$ cat config.mk
export PLATFORM = sky130hd
export DESIGN_NAME = seq_wide_adder
export DESIGN_NICKNAME = d
export VERILOG_FILES = /design/src/rtl/seq_wide_adder.sv
export SDC_FILE = /design/constraint.sdc
export NUM_CORES = 1
export LEC_CHECK = 0
export CAP_MARGIN = 20
export CORE_UTILIZATION = 54
export CTS_CLUSTER_SIZE = 30
export DETAILED_ROUTE_END_ITERATION = 10
export PLACE_DENSITY = 0.86
export SETUP_SLACK_MARGIN = 0.1
export SLEW_MARGIN = 15
export SYNTH_ARGS = -nofsm -noshare
export SYNTH_HDL_FRONTEND = slang
export SYNTH_SLANG_ARGS = --single-unit
export TNS_END_PERCENT = 20
$ cat constraint.sdc
create_clock -name CLK -period 6.5 [get_ports CLK]
set_clock_uncertainty 0.15 [all_clocks]
set_input_delay 0.65 -clock CLK [delete_from_list [all_inputs] [get_ports CLK]]
set_output_delay 0.65 -clock CLK [all_outputs]
set_load 0.02 [all_outputs]
$ cat src/rtl/seq_wide_adder.sv
// seq_wide_adder: multi-word adder, one word per clock through a lookahead fast_adder (optional subtract via SEQ_WIDE_ADDER_SUB_EN)
module fast_adder #(
    parameter int cascade_size = 4,
    parameter int word_width = 8
) (
    input  logic [word_width-1:0] A,
    input  logic [word_width-1:0] B,
    input  logic                  C_IN,
    output logic [word_width-1:0] R,
    output logic                  C_OUT
);
    logic [word_width-1:0] g, p;
    logic [word_width:0]   c;
    logic                  gg, pp, cg;
    assign g = A & B;
    assign p = A ^ B;
    // carries inside each cascade group are looked ahead from the group carry-in; groups chain
    always_comb begin
        c = '0;
        c[0] = C_IN;
        gg = 1'b0;
        pp = 1'b1;
        cg = 1'b0;
        for (int k = 0; k < word_width; k++) begin
            if (k % cascade_size == 0) begin
                gg = 1'b0;
                pp = 1'b1;
                cg = c[k];
            end
            gg = g[k] | (p[k] & gg);
            pp = pp & p[k];
            c[k+1] = gg | (pp & cg);
        end
    end
    assign R = p ^ c[word_width-1:0];
    assign C_OUT = c[word_width];
endmodule

module seq_wide_adder #(
    parameter int cascade_size = 4,
    parameter int word_width = 8,
    parameter int word_count = 4
) (
    input  logic                             CLK,
    input  logic                             RESET,
    input  logic                             START,
`ifdef SEQ_WIDE_ADDER_SUB_EN
    input  logic                             SUB,
`endif
    input  logic                             C_IN,
    input  logic [word_width*word_count-1:0] A,
    input  logic [word_width*word_count-1:0] B,
    output logic                             READY,
    output logic                             BUSY,
    output logic                             DONE,
    output logic [word_width*word_count-1:0] R,
    output logic                             C_OUT
);
    localparam int tot_w = word_width * word_count;
    localparam int idx_w = word_count > 1 ? $clog2(word_count) : 1;
    typedef enum logic [1:0] {IDLE, ADD, FIN} state_t;
    state_t state, state_nx;
    logic [tot_w-1:0]      a_reg, b_reg, r_reg, b_ld;
    logic [idx_w-1:0]      idx;
    logic                  carry, c_ld, accept, last, word_co;
    logic [word_width-1:0] word_sum;
`ifdef SEQ_WIDE_ADDER_SUB_EN
    assign b_ld = SUB ? ~B : B;
    assign c_ld = SUB | C_IN;
`else
    assign b_ld = B;
    assign c_ld = C_IN;
`endif
    assign accept = START && state != ADD;
    assign last = idx == idx_w'(word_count - 1);
    fast_adder #(.cascade_size(cascade_size), .word_width(word_width)) u_add (
        .A(a_reg[idx*word_width +: word_width]),
        .B(b_reg[idx*word_width +: word_width]),
        .C_IN(carry),
        .R(word_sum),
        .C_OUT(word_co)
    );
    // state register
    always_ff @(posedge CLK) begin
        if (RESET) state <= IDLE;
        else state <= state_nx;
    end
    // next state and status outputs; FIN with START goes straight back to ADD
    always_comb begin
        state_nx = state;
        case (state)
            IDLE:    state_nx = START ? ADD : IDLE;
            ADD:     state_nx = last ? FIN : ADD;
            FIN:     state_nx = START ? ADD : IDLE;
            default: state_nx = IDLE;
        endcase
        READY = state != ADD;
        BUSY = state == ADD;
        DONE = state == FIN;
    end
    // operand latch on accept, then one word of sum and carry per ADD cycle
    always_ff @(posedge CLK) begin
        if (RESET) begin
            a_reg <= '0;
            b_reg <= '0;
            r_reg <= '0;
            carry <= 1'b0;
            idx <= '0;
        end else if (accept) begin
            a_reg <= A;
            b_reg <= b_ld;
            carry <= c_ld;
            idx <= '0;
        end else if (state == ADD) begin
            r_reg[idx*word_width +: word_width] <= word_sum;
            carry <= word_co;
            idx <= last ? '0 : idx + 1'b1;
        end
    end
    assign R = r_reg;
    assign C_OUT = carry;
endmodule
==> metrics.log, run 1 <==
INFO  metric period_needed = 3.46 ns
INFO  metric die_w = 92.2 um
INFO  metric nNetsFinal = 670
INFO  metric die_footprint = 8500 um2
INFO  metric flow.area_growth_from_synthesis = 29.8%
INFO  metric floorplan.die.height = 92.2 um
INFO  metric path_cells = mux4_2 -> ha_1 -> a211oi_2 -> o21bai_1 -> a21oi_1 -> fa_1 -> xnor2_1 -> a22oi_1 -> nor2_1
INFO  metric number_of_nets_still_failing_antenna_checks_after_routing = 0
INFO  metric ys_async_sr_fraction = 0%
INFO  metric synth-seq-area-share = 46.0%
INFO  metric drt-wirelength-per-cell = 15.8 um
INFO  metric cts_htree_levels = 3
INFO  metric finalCritPeriodShare = 53.2%
INFO  metric i_o_pin_total = 104
INFO  metric max_slew.worst_pin.slew = 0.999 ns
INFO  metric crit_path_start_kind = register
INFO  metric synth.ff_latch_count = 101
INFO  metric cts_root_buf = sky130_fd_sc_hd__clkbuf_8
INFO  metric postCtsSetupBuffers = 0
INFO  metric ys.warnings.count = 0
INFO  metric antenna_cells_inserted = 0
INFO  metric synthesized_nets = 582
INFO  metric timing.max_slew.rel_slack = 33.4%
INFO  metric cp.arrival = 3.62 ns
INFO  metric synth_area_per_cell = 8.82 um2
INFO  metric cts_sinks = 101
INFO  metric clock_pin_slew_on_the_worst_setup_and_hold_paths = 0.10 ns
INFO  metric run_status = finished clean
INFO  metric timing.setup.critical_path_class = register to register
INFO  metric total_negative_setup_slack = 0 ns
INFO  metric multiInputGateArea = 2220 um2
INFO  metric cts_buffer_depth = 2
INFO  metric portBuffers = 103
INFO  metric per_cell_via_count_in_the_routed_design = 5.59
INFO  metric grt_max_degree = 69
INFO  metric type_of_destination_of_the_critical_path = register
INFO  metric grt_pass1_wl = 17.7 mm
INFO  metric dpl.cell_count = 675
INFO  metric post-route-util = 73.0%
INFO  metric worst-endpoint-required = 6.66 ns
INFO  metric synth_edf_count = 0
INFO  metric initial_antenna_violation_count = 0
INFO  metric vdd_ir_drop_max = 0.133 mV
INFO  metric drt_first_iter_violations = 239
INFO  metric hold_fix_buffer_count_after_cts = 0
INFO  metric num_rows = 32
INFO  metric critical_path.max_fanout = 20
INFO  metric gp_congestion = 0.879
INFO  metric leakage = 2.10 nW
INFO  metric final_common_cell = sky130_fd_sc_hd__nand2_1
INFO  metric post_synth_inst_count = 498
INFO  metric clock_latency = 0.37 ns
INFO  metric cts_tree = done
INFO  metric gr_usage_total = 27.1%
INFO  metric holdCritPathClass = register to register
INFO  metric placement.setup.worst_slack = 3.10 ns
INFO  metric report.final.slew_viol_count = 0
INFO  metric power.density_cell_area = 231 nW/um2
INFO  metric fmaxAchievable = 289 MHz
INFO  metric layout.cells.most_common_list = sky130_fd_sc_hd__nand2_1 (139), sky130_fd_sc_hd__clkdlybuf4s50_1 (102), sky130_fd_sc_hd__dfxtp_1 (101), sky130_fd_sc_hd__a21oi_1 (77), sky130_fd_sc_hd__nor2_1 (38)
INFO  metric layout-drive-gt1-share = 7.78%
INFO  metric final-setup-viol-count = 0
INFO  metric final.fill_count = 579
INFO  metric syn-cell-area = 4390 um2
INFO  metric post_synth_num_cell_types = 46
INFO  metric route.vias.total = 3871
INFO  metric drc = 0
INFO  metric cpPeakStageDelay = 0.87 ns
INFO  metric synth_ff_type = sky130_fd_sc_hd__dfxtp_1
INFO  metric detailedRoute.firstPassIterationCount = 5
INFO  metric grt-ovfl-total = 0
INFO  metric final_critical_path_setup_slack = 3.04 ns
INFO  metric area.sequential = 2020 um2
INFO  metric final_cells = 693
INFO  metric max_cap_violations = 0
INFO  metric hold_slack = 0.310 ns
INFO  metric first_global_vias = 3735
INFO  metric report.final.hold_viol_count = 0
INFO  metric wirelength = 11.0 mm
INFO  metric core_area = 7810 um2
INFO  metric crit_slowest_cell = sky130_fd_sc_hd__dfxtp_1
INFO  metric start_util = 56.3%
INFO  metric post_cts_resize_count = 0
INFO  metric hpwl = 8.12 mm
INFO  metric cts_buffers = 9
INFO  metric unrepaired_setup_endpoints_after_global_routing = no
critical path, delay by kind of cell (launching register included):
kind / cells / cell delay, ns
mux: 1 / 0.46
flops: 1 / 0.87
compound gates: 4 / 0.62
simple gates: 1 / 0.14
xor+xnor: 1 / 0.42
fa+ha+maj: 2 / 0.74
final timing paths:
kind	cells after the start	start	slack [ns]	endpoint
max	9	idx[1]	3.04	R[13]
min	2	a_reg[4]	0.31	a_reg[4]
max reg2reg	9	idx[1]	3.04	R[13]
min reg2reg	2	a_reg[4]	0.31	a_reg[4]
logic make-up (layout without fill, tap and decap cells):
logic type	after synthesis	after routing	synth area share [%]
multiplexers	17	17	8.43
AO/OA/AOI/OAI	119	119	16.7
AND/OR/NAND/NOR	206	206	19.8
flip-flops	101	101	46.0
buffers and inverters	36	129	3.50
adder cells (fa/ha/maj)	16	16	4.90
XOR/XNOR	3	3	0.598
power breakdown:
group          total, mW  internal, mW  switching [mW]
registers          0.666         0.647          0.0194
logic              0.208        0.0974           0.110
clock network      0.444         0.228           0.216
layout make-up:
cell class              instances  share of cell area [%]
clock buffers                  11                    2.48
clock inverters                 5                    1.43
inverters                       6                   0.483
multi-input cells             361                    38.9
flip-flops and latches        101                    35.5
well taps                     102                    2.24
repair buffers                107                    19.0
per-layer routing:
| metal | global-route usage [%] | part of all wire (%) | wire length, um |
|---|---|---|---|
| met5 | 0 | 0 | 0 |
| met4 | 15.5 | 3.4 | 374 |
| met3 | 4.98 | 6.2 | 675 |
| met2 | 43.8 | 48 | 5270 |
| met1 | 33.9 | 42 | 4640 |
through the flow:
step / area [um2] / total power [mW]
3_5_place_dp: 5440 / 0.882
3_3_place_gp: 5440 / 0.874
6_report: 5700 / 1.32
5_1_grt: 5700 / 1.36
2_1_floorplan: 4390 / 0.798
4_1_cts: 5660 / 1.31
Yosys cell counts, types with 2 or more instances:
| master | n | share of area, % |
|---|---|---|
| sky130_fd_sc_hd__a22o_1 | 4 | 0.80 |
| sky130_fd_sc_hd__nor2b_1 | 2 | 0.28 |
| sky130_fd_sc_hd__nand2_1 | 140 | 12 |
| sky130_fd_sc_hd__buf_2 | 5 | 0.57 |
| sky130_fd_sc_hd__mux4_2 | 16 | 8.2 |
| sky130_fd_sc_hd__a22oi_1 | 16 | 2.7 |
| sky130_fd_sc_hd__o21ai_0 | 2 | 0.23 |
| sky130_fd_sc_hd__nor3_1 | 4 | 0.46 |
| sky130_fd_sc_hd__nand3b_1 | 5 | 0.85 |
| sky130_fd_sc_hd__a21o_1 | 2 | 0.34 |
| sky130_fd_sc_hd__nor3b_1 | 2 | 0.34 |
| sky130_fd_sc_hd__a21oi_1 | 77 | 8.8 |
| sky130_fd_sc_hd__ha_1 | 14 | 4.0 |
| sky130_fd_sc_hd__clkbuf_1 | 19 | 1.6 |
| sky130_fd_sc_hd__nand2b_1 | 3 | 0.43 |
| sky130_fd_sc_hd__inv_1 | 5 | 0.43 |
| sky130_fd_sc_hd__dfxtp_1 | 101 | 46 |
| sky130_fd_sc_hd__fa_1 | 2 | 0.91 |
| sky130_fd_sc_hd__nor2_1 | 38 | 3.2 |
| sky130_fd_sc_hd__and4_1 | 2 | 0.40 |
| sky130_fd_sc_hd__or3_1 | 2 | 0.28 |
| sky130_fd_sc_hd__o311ai_1 | 4 | 0.80 |
| sky130_fd_sc_hd__xnor2_1 | 2 | 0.40 |
| sky130_fd_sc_hd__buf_1 | 5 | 0.43 |
| sky130_fd_sc_hd__nand4_1 | 2 | 0.28 |
| sky130_fd_sc_hd__o21bai_1 | 2 | 0.34 |
| sky130_fd_sc_hd__o21ai_1 | 3 | 0.34 |
Power figures use the tool's default switching activity.
==> inputs of run 2 (changes only) <==
CORE_UTILIZATION = 50   (was 54)
PLACE_DENSITY = 0.8   (was 0.86)
clock period = 3.5 ns   (was 6.5 ns; I/O delays follow)
==> run 2 against run 1 <==
Against the previous run: largest power group unchanged; sequential share of layout area decreased by 0.070 points; final cell count up 0.72%; core utilization down 4.5 points; critical path depth up 1; worst hold slack worse by 0.030 ns; non-clock buffer count up 2; power increased by 81%; via count about the same; register-to-register slack worse by 2.8 ns; die area up 7.8%; routed wire length fell by 1.6%.
==> metrics.log, run 2 (synthesis results as in run 1) <==
INFO  metric worst-endpoint-required = 3.66 ns
INFO  metric report.final.slew_viol_count = 0
INFO  metric run_status = finished clean
INFO  metric vdd_ir_drop_max = 0.214 mV
INFO  metric placed_area = 5480 um2
INFO  metric crit_slowest_cell = sky130_fd_sc_hd__mux4_2
INFO  metric gr-usage-met2 = 39.2%
INFO  metric placement.setup.worst_slack = 0.189 ns
INFO  metric core_area = 8340 um2
INFO  metric grt_max_degree = 65
INFO  metric per_cell_via_count_in_the_routed_design = 5.54
INFO  metric total_negative_setup_slack = 0 ns
INFO  metric cpPeakStageDelay = 0.57 ns
INFO  metric leakage = 2.12 nW
INFO  metric worst_r2r_startpoint = idx[0]
INFO  metric critPathTopFamily = adder cells
INFO  metric min_to = R[12]
INFO  metric flow.area_growth_from_synthesis = 30.1%
INFO  metric unrepaired_setup_endpoints_after_global_routing = yes
INFO  metric detailedRoute.firstPassIterationCount = 5
INFO  metric endpoint_of_the_lowest_slack_register_to_register_path = R[4]
INFO  metric num_rows = 33
INFO  metric gp_congestion = 0.852
INFO  metric layout-drive-gt1-share = 8.43%
INFO  metric net-switching-power = 0.645 mW
INFO  metric timing.max_slew.rel_slack = 33.2%
INFO  metric period_needed = 3.27 ns
INFO  metric regToRegSetupSlack = 0.23 ns
INFO  metric finalCritPeriodShare = 93.5%
INFO  metric cell_internal_power_dissipation = 1.74 mW
INFO  metric clock_latency = 0.37 ns
INFO  metric cts_htree_levels = 3
INFO  metric final-setup-viol-count = 0
INFO  metric final_common_cell = sky130_fd_sc_hd__nand2_1
INFO  metric hpwl = 8.02 mm
INFO  metric start_util = 52.7%
INFO  metric holdCritPathClass = input pin to register
INFO  metric reg2regPathDepth = 10
INFO  metric die_footprint = 9160 um2
INFO  metric max_cap_violations = 0
INFO  metric crit_path_start_kind = register
INFO  metric wirelength = 10.8 mm
INFO  metric final_critical_path_setup_slack = 0.226 ns
INFO  metric netSwitchingFraction = 27.0%
INFO  metric number_of_nets_still_failing_antenna_checks_after_routing = 0
INFO  metric die_w = 95.7 um
INFO  metric cts_buffer_depth = 2
INFO  metric first_global_vias = 3621
INFO  metric grt_use_met1 = 33.5%
INFO  metric grt_pass1_wl = 17.0 mm
INFO  metric most_congested_layer_reported_by_global_routing = met2
INFO  metric cts_buffers = 9
INFO  metric hold_fix_buffer_count_after_cts = 0
INFO  metric critical_path.max_fanout = 22
INFO  metric cp.arrival = 3.43 ns
INFO  metric power.density_cell_area = 418 nW/um2
INFO  metric portBuffers = 103
INFO  metric power_frac_comb = 16.3%
INFO  metric cts_sinks = 101
INFO  metric clkPwrFrac = 31.9%
INFO  metric p_seq_share = 51.8%
INFO  metric hold_slack = 0.279 ns
INFO  metric postCtsSetupBuffers = 0
INFO  metric drc = 0
INFO  metric initial_antenna_violation_count = 0
INFO  metric report.final.hold_viol_count = 0
INFO  metric fmaxAchievable = 305 MHz
INFO  metric antenna_cells_inserted = 0
INFO  metric gr_usage_total = 24.6%
INFO  metric global_route.usage.met3 = 3.40%
INFO  metric timing.hold.worst_path_depth = 2
INFO  metric layout.cells.most_common_list = sky130_fd_sc_hd__nand2_1 (139), sky130_fd_sc_hd__clkdlybuf4s50_1 (102), sky130_fd_sc_hd__dfxtp_1 (101), sky130_fd_sc_hd__a21oi_1 (77), sky130_fd_sc_hd__nor2_1 (38)
INFO  metric cts_tree = done
INFO  metric clock_pin_slew_on_the_worst_setup_and_hold_paths = 0.09 ns
INFO  metric layout.cell_area.non_filler = 5710 um2
INFO  metric worst_path_bufs_invs = 1
INFO  metric type_of_destination_of_the_critical_path = register
INFO  metric drt-wirelength-per-cell = 15.4 um
INFO  metric grt-ovfl-total = 0
INFO  metric floorplan.die.height = 95.7 um
INFO  metric route.vias.total = 3870
INFO  metric i_o_pin_total = 104
INFO  metric nNetsFinal = 672
INFO  metric hold_path_startpoint = RESET
INFO  metric timing.setup.critical_path_class = register to register
INFO  metric drt_first_iter_violations = 250
INFO  metric cts_root_buf = sky130_fd_sc_hd__clkbuf_8
INFO  metric path_cells = buf_12 -> mux4_2 -> ha_1 -> a211oi_2 -> o21bai_1 -> a21oi_1 -> fa_1 -> nor2_1 -> a21oi_1 -> nor2_1
INFO  metric max_slew.worst_pin.slew = 1.00 ns
INFO  metric power.total = 2.39 mW
==> run 2: timing repair <==
| item | CTS | global route |
|---|---|---|
| setup endpoints to repair | 0 | 6 |
| resized for setup | 0 | 1 |
| endpoints found under the hold margin | 0 | 0 |
==> run 2: area by class of cell <==
| class | instances | area [um2] |
|---|---|---|
| multi-input cells | 361 | 2230 |
| flip-flops and latches | 101 | 2020 |
| fillers | 661 | 2630 |
| repair buffers | 109 | 1100 |
| inverters | 6 | 27.5 |
| clock inverters | 6 | 70.1 |
| clock buffers | 10 | 138 |
| well taps | 105 | 131 |
==> run 2: worst max-delay path by stage <==
stage	startpoint	to	slack [ns]	depth (start not counted)
after global placement	idx[0]	R[13]	0.40	10
after floorplan	idx[1]	R[13]	0.43	11
after CTS	idx[0]	R[29]	0.17	10
after detailed placement	idx[0]	R[29]	0.19	10
final	idx[0]	R[4]	0.23	10
after global routing	idx[0]	R[4]	0.07	10
==> run 2: per-layer routing <==
metal  share of wire, %  routed length [um]  vias to the layer above
li1                   -                   -                     1902
met3                6.3                 681                       19
met2                 47                5100                      159
met5                  0                   0                        -
met1                 44                4750                     1790
met4                2.3                 252                        0
==> run 2: power groups by stage <==
| stage | sequential, mW | clock, mW | combinational [mW] |
|---|---|---|---|
| finish | 1.24 | 0.761 | 0.388 |
| global route | 1.24 | 0.812 | 0.425 |
| CTS | 1.24 | 0.770 | 0.381 |
| detailed placement | 1.26 | 0 | 0.379 |
| global placement | 1.26 | 0 | 0.371 |
| floorplan | 1.25 | 0 | 0.227 |
==> run 2: per-stage QoR <==
stage                     util (%)  cells
after floorplan                  -    498
after global placement        65.7    681
after detailed placement      65.7    681
after CTS                     68.2    697
after global routing          68.5    698
final                         68.5    698
==> inputs of run 3 (changes only) <==
ABC_CLOCK_PERIOD_IN_PS = 3500   (was default)
==> results of run 3 <==
Final layout, timing and power as in run 2 (identical DEF).
